File: src/rtl/match_judge.sv
// Best-of-ROUNDS two-player card judge: one unsigned p1/p2 compare per accepted pair, early finish on majority.
// Optional SUDDEN_DEATH_EN: a level match after ROUNDS rounds continues until the first decisive round.
module match_judge #(
  parameter int CARD_W  = 4,
  parameter int ROUNDS  = 5,
  parameter int ROUND_W = 4,
  localparam int SCORE_W = $clog2(ROUNDS + 1)
) (
  input  logic               clk,
  input  logic               reset,
  input  logic               start,
  input  logic               card_valid,
  input  logic [CARD_W-1:0]  p1_card,
  input  logic [CARD_W-1:0]  p2_card,
  output logic               card_ready,
  output logic               round_valid,
  output logic [1:0]         round_result,
  output logic [SCORE_W-1:0] p1_score,
  output logic [SCORE_W-1:0] p2_score,
  output logic [ROUND_W-1:0] rounds_played,
  output logic               busy,
  output logic               match_done,
  output logic [1:0]         winner
);

  localparam logic [SCORE_W-1:0] MAJ      = SCORE_W'(ROUNDS / 2 + 1);
  localparam logic [ROUND_W-1:0] ROUNDS_C = ROUND_W'(ROUNDS);

  typedef enum logic [1:0] {IDLE, WAIT, RESULT, DONE} state_t;

  state_t             state, state_nxt;
  logic [1:0]         round_result_nxt, winner_nxt;
  logic [SCORE_W-1:0] p1_score_nxt, p2_score_nxt;
  logic [ROUND_W-1:0] rounds_nxt;
  logic               accept;

  assign card_ready  = (state == WAIT);
  assign round_valid = (state == RESULT);
  assign busy        = (state == WAIT) || (state == RESULT);
  assign match_done  = (state == DONE);
  assign accept      = card_valid & card_ready;

  always_comb begin
    state_nxt        = state;
    round_result_nxt = round_result;
    winner_nxt       = winner;
    p1_score_nxt     = p1_score;
    p2_score_nxt     = p2_score;
    rounds_nxt       = rounds_played;
    case (state)
      IDLE, DONE: begin
        if (start) begin
          state_nxt        = WAIT;
          round_result_nxt = 2'b00;
          winner_nxt       = 2'b00;
          p1_score_nxt     = '0;
          p2_score_nxt     = '0;
          rounds_nxt       = '0;
        end
      end
      WAIT: begin
        if (accept) begin
          state_nxt = RESULT;
          if (p1_card > p2_card) begin
            round_result_nxt = 2'b01;
            p1_score_nxt     = p1_score + SCORE_W'(1);
          end else if (p1_card < p2_card) begin
            round_result_nxt = 2'b10;
            p2_score_nxt     = p2_score + SCORE_W'(1);
          end else begin
            round_result_nxt = 2'b11;
          end
          // Saturate so long sudden-death runs never wrap back to zero.
          if (rounds_played != '1)
            rounds_nxt = rounds_played + ROUND_W'(1);
        end
      end
      RESULT: begin
        // Registered scores already include the round just accepted.
        if (p1_score == MAJ) begin
          state_nxt  = DONE;
          winner_nxt = 2'b01;
        end else if (p2_score == MAJ) begin
          state_nxt  = DONE;
          winner_nxt = 2'b10;
        end else if (rounds_played >= ROUNDS_C) begin
          if (p1_score > p2_score) begin
            state_nxt  = DONE;
            winner_nxt = 2'b01;
          end else if (p2_score > p1_score) begin
            state_nxt  = DONE;
            winner_nxt = 2'b10;
          end else begin
`ifdef SUDDEN_DEATH_EN
            state_nxt  = WAIT;
`else
            state_nxt  = DONE;
            winner_nxt = 2'b11;
`endif
          end
        end else begin
          state_nxt = WAIT;
        end
      end
      default: state_nxt = IDLE;
    endcase
  end

  always_ff @(posedge clk or posedge reset) begin
    if (reset) begin
      state         <= IDLE;
      round_result  <= 2'b00;
      winner        <= 2'b00;
      p1_score      <= '0;
      p2_score      <= '0;
      rounds_played <= '0;
    end else begin
      state         <= state_nxt;
      round_result  <= round_result_nxt;
      winner        <= winner_nxt;
      p1_score      <= p1_score_nxt;
      p2_score      <= p2_score_nxt;
      rounds_played <= rounds_nxt;
    end
  end

endmodule

File: config.mk
export PLATFORM = sky130hd
export DESIGN_NAME = match_judge
export DESIGN_NICKNAME = d
export VERILOG_FILES = /design/src/rtl/match_judge.sv
export SDC_FILE = /design/constraint.sdc
export NUM_CORES = 1
export LEC_CHECK = 0
export CELL_PAD_IN_SITES_DETAIL_PLACEMENT = 1
export CELL_PAD_IN_SITES_GLOBAL_PLACEMENT = 1
export CORE_ASPECT_RATIO = 2
export CORE_MARGIN = 4
export CORE_UTILIZATION = 36
export CTS_BUF_LIST = sky130_fd_sc_hd__clkbuf_16
export DETAILED_ROUTE_END_ITERATION = 16
export PLACE_DENSITY_LB_ADDON = 0.1
export SYNTH_ARGS = -nofsm -noshare
export SYNTH_HDL_FRONTEND = slang
export SYNTH_SLANG_ARGS = --single-unit
export TNS_END_PERCENT = 5
File: constraint.sdc
create_clock -name clk -period 2.55 [get_ports clk]
set_input_delay 0.765 -clock clk [delete_from_list [all_inputs] [get_ports clk]]
set_output_delay 0.765 -clock clk [all_outputs]
set_load 0.05 [all_outputs]
==> flow_results.org <==
** Clock network
- In this run, post-CTS repair resized a total of 0 instances.
- Clk_lat worst skew :: 250 ps
- TritonCTS built the clock tree.
- Clock transition at the registers of the reported paths :: 50 ps
- CTS built an H-tree with a depth of 1.
- Maximum count of clock buffers along a single path :: 2
- CTS Hold Buffers Added :: 0
- CTS placed an instance of sky130_fd_sc_hd__clkbuf_16 at the clock tree root.
- TritonCTS sink count :: 16
- TritonCTS buffer count :: 3
- Buffers inserted during post-CTS setup optimization :: 0

** Global route
- Initial antenna violation count :: 0
- Remaining global-route overflow :: 0
- Largest net degree at the start of global routing :: 17
- Global routing used 16.6% of the available tracks across all layers.
- First-pass GRT wire length :: 5930 um
- Number of global-route vias before repair :: 1,291

** Floorplanning
- The floorplan step defined a die boundary enclosing 4390 um2.
- I/O pin total :: 30
- From bottom edge to top edge, the die measures 89.8 um.
- Die Span X :: 48.9 um
- Num rows :: 29
- In this run the standard cell core region covers 3190 um2.
- For this configuration, the core starts out at a cell density of 37.7%.

** Timing
- Setup repair after global routing left no endpoint under its margin.
- Highest achievable clock rate :: 0.415 GHz
- Transition time at the pin with the least slew margin :: 677 ps
- Minimum clock period after layout :: 2410 ps
- Final Hold Viols :: 0
- In this run the tightest slew margin relative to its limit is 54.8%.
- Setup violations remaining at the end of the flow were counted as 0.
- Min Hold Slack :: 486 ps
- Final max-slew violation count :: 0
- The clock arrives with 3.08 ps of skew.
- Final critical-path share of the clock period :: 94.5%
- Final sum of negative setup slack :: 0 ps

** Yosys
- Fraction of synthesis flops using an asynchronous set or reset pin :: 100%
- Unique masters post-synth :: 42
- Avg Synthesized Cell Area :: 9.19 um2
- Count of state elements after synthesis :: 16
- Cells taking the most area after synthesis :: sky130_fd_sc_hd__dfrtp_1 33%, sky130_fd_sc_hd__ha_1 19%, sky130_fd_sc_hd__inv_1 5.6%
- Number of instances in the synthesized netlist :: 131
- The synthesized netlist occupies a cell area of 1200 um2.
- Synthesis produced a netlist with a net count of 161.
- Synth top area share :: 33.3%
- Number of enable flip-flop cells after synthesis :: 0
- The most used flip-flop cell after synthesis is sky130_fd_sc_hd__dfrtp_1.
- The largest total area in the synthesized netlist belongs to sky130_fd_sc_hd__dfrtp_1.
- Of the synthesized area, sequential elements account for 33.3%.
- During synthesis, Yosys emitted a total of 0 warnings.

** Critical path
- In this run the worst path has a maximum fanout of 3.
- In this run the critical register-to-register path is captured at p1_score[2].
- Measured in cells, the most critical reg-to-reg path has a length of 6.
- At the worst endpoint, the arrival time is 2530 ps.
- Required time of the worst setup path :: 2670 ps
- By startpoint and endpoint, the worst setup path is classified as input port to flop.
- In this run the critical register-to-register path is launched from state[0].
- The worst setup path is captured at a flop.
- Type of element launching the critical path :: input port
- The worst register-to-register path has a setup slack of 580 ps.

** Placement
- Estimated wirelength of the detail-placed design :: 2770 um
- Routability cong. :: 0.768
- During placement, the flow inserted port buffers numbering 29.
- Number of cells in the design after placement :: 194

** Layout
- The post-route netlist has 10.8% of its cells at a drive strength greater than 1.
- Final Util :: 52.0%
- Excluding fillers, the count of instances in the completed layout stands at 198.
- The number of antenna diodes in the final layout is 0.
- The filler cells instantiated in the layout total 376.
- Across the whole layout, storage elements account for 400 um2.
- Area added between synthesis and finish :: 38.0%
- Multi-input gate area in the final layout :: 723 um2
- The final layout contains 198 nets.

** Drt
- After detailed routing, the number of vias per cell comes to 5.70.
- Final routed wirelength across all metal layers :: 3460 um
- Remaining antenna violation count after routing :: 0
- Number of remaining DRC errors :: 0
- In the final routed layout, each cell accounts on average for 17.5 um.
- For this run, the detailed router's first-pass iteration total came to 4.
- Overall via count from detail_route :: 1,128
- Iteration-0 DRC count of the detailed router :: 2

** Power and ir drop
- Summed over all cells, the static leakage comes to 0.000757 uW.
- IR analysis of the VDD net gives a maximum drop of 0.000650 V.
- Power per cell area :: 1380 nW/um2
- Overall power :: 2290 uW

** Worst hold path
- The path class of the tightest hold or removal check is flop to flop.
- Counting instances, the worst hold path has a depth of 2.
- The path with the worst hold slack has its endpoint at round_result[0].
- In this run the most critical hold path is launched from round_result[0].

** Job
- Max-capacitance violation count :: 0

** Status
- Outcome :: finished clean
==> registers in the layout, indices dropped and copies added, names as in the netlist <==
signal / count
p1_score: 3
winner: 2
round_result: 2
p2_score: 3
rounds_played: 4
state: 2
==> worst max-delay path by stage <==
stage                from     endpoint  slack, ps  depth (start not counted)
2_1_floorplan  p2_card[3]  p1_score[0]        500                          6
4_1_cts        p2_card[2]  p1_score[0]        100                          7
3_5_place_dp   p2_card[1]  p2_score[0]       -140                          8
3_3_place_gp   p2_card[1]  p2_score[0]        -60                          8
6_report       p2_card[2]  p1_score[0]        140                          7
5_1_grt        p2_card[3]  p1_score[0]         40                          7
==> per-layer routing <==
layer  part of all wire (%)  GRT usage, %
met5                      0             0
met2                     60          32.2
met1                     35          16.7
met3                    2.4          2.15
met4                    2.3          6.97
==> per-stage QoR <==
| stage | worst slack, ps | cell area (um2) |
|---|---|---|
| finish | 141 | 1660 |
| global route | 35.4 | 1660 |
| CTS | 104 | 1660 |
| detailed placement | -138 | 1580 |
| global placement | -64.7 | 1580 |
| floorplan | 501 | 1200 |
==> synth_stat cells (all sizes together) (3+ instances only) <==
master  number
o21ai        8
nand4        3
a21oi        4
inv         18
nand2        7
a31oi        3
dfrtp       16
nand3        6
o211ai       6
nor2         8
ha          18
==> worst max-delay path, stage by stage <==
cell                              delay (ps)
sky130_fd_sc_hd__clkdlybuf4s50_1         450
sky130_fd_sc_hd__inv_1                    40
sky130_fd_sc_hd__ha_1                    290
sky130_fd_sc_hd__and4_1                  220
sky130_fd_sc_hd__a2111oi_0               440
sky130_fd_sc_hd__o31a_1                  240
sky130_fd_sc_hd__mux2i_1                  80
==> area by class of cell <==
cell class | count | share of cell area, %
multi-input combinational | 94 | 43.5
tap | 31 | 2.33
clock inverter | 1 | 0.226
inverter | 18 | 4.07
timing repair buffer | 35 | 21.2
sequential | 16 | 24.1
clock buffer | 3 | 4.52
==> layout by cell type, fill, tap and decap left out, drive strengths merged, types with 4 or more instances in the layout <==
cell / count
clkdlybuf4s50: 26
nor2: 8
a21oi: 4
dfrtp: 16
o211ai: 6
nand3: 6
inv: 18
buf: 9
o21ai: 8
ha: 18
nand2: 7
==> cells by family (layout without fill, tap and decap cells) <==
| logic type | Yosys count | after routing | synth area share [%] |
|---|---|---|---|
| AO/OA/AOI/OAI | 36 | 36 | 21.5 |
| AND/OR/NAND/NOR | 38 | 38 | 18.2 |
| adder cells (fa/ha/maj) | 18 | 18 | 18.7 |
| flip-flops | 16 | 16 | 33.3 |
| multiplexers | 2 | 2 | 1.66 |
| buffers and inverters | 21 | 57 | 6.65 |
==> where the power goes <==
group          internal, uW  switching (uW)
sequential              342            98.9
clock                   209             105
combinational           589             943
total                  1140            1150
(Power assumes the default switching activity.)
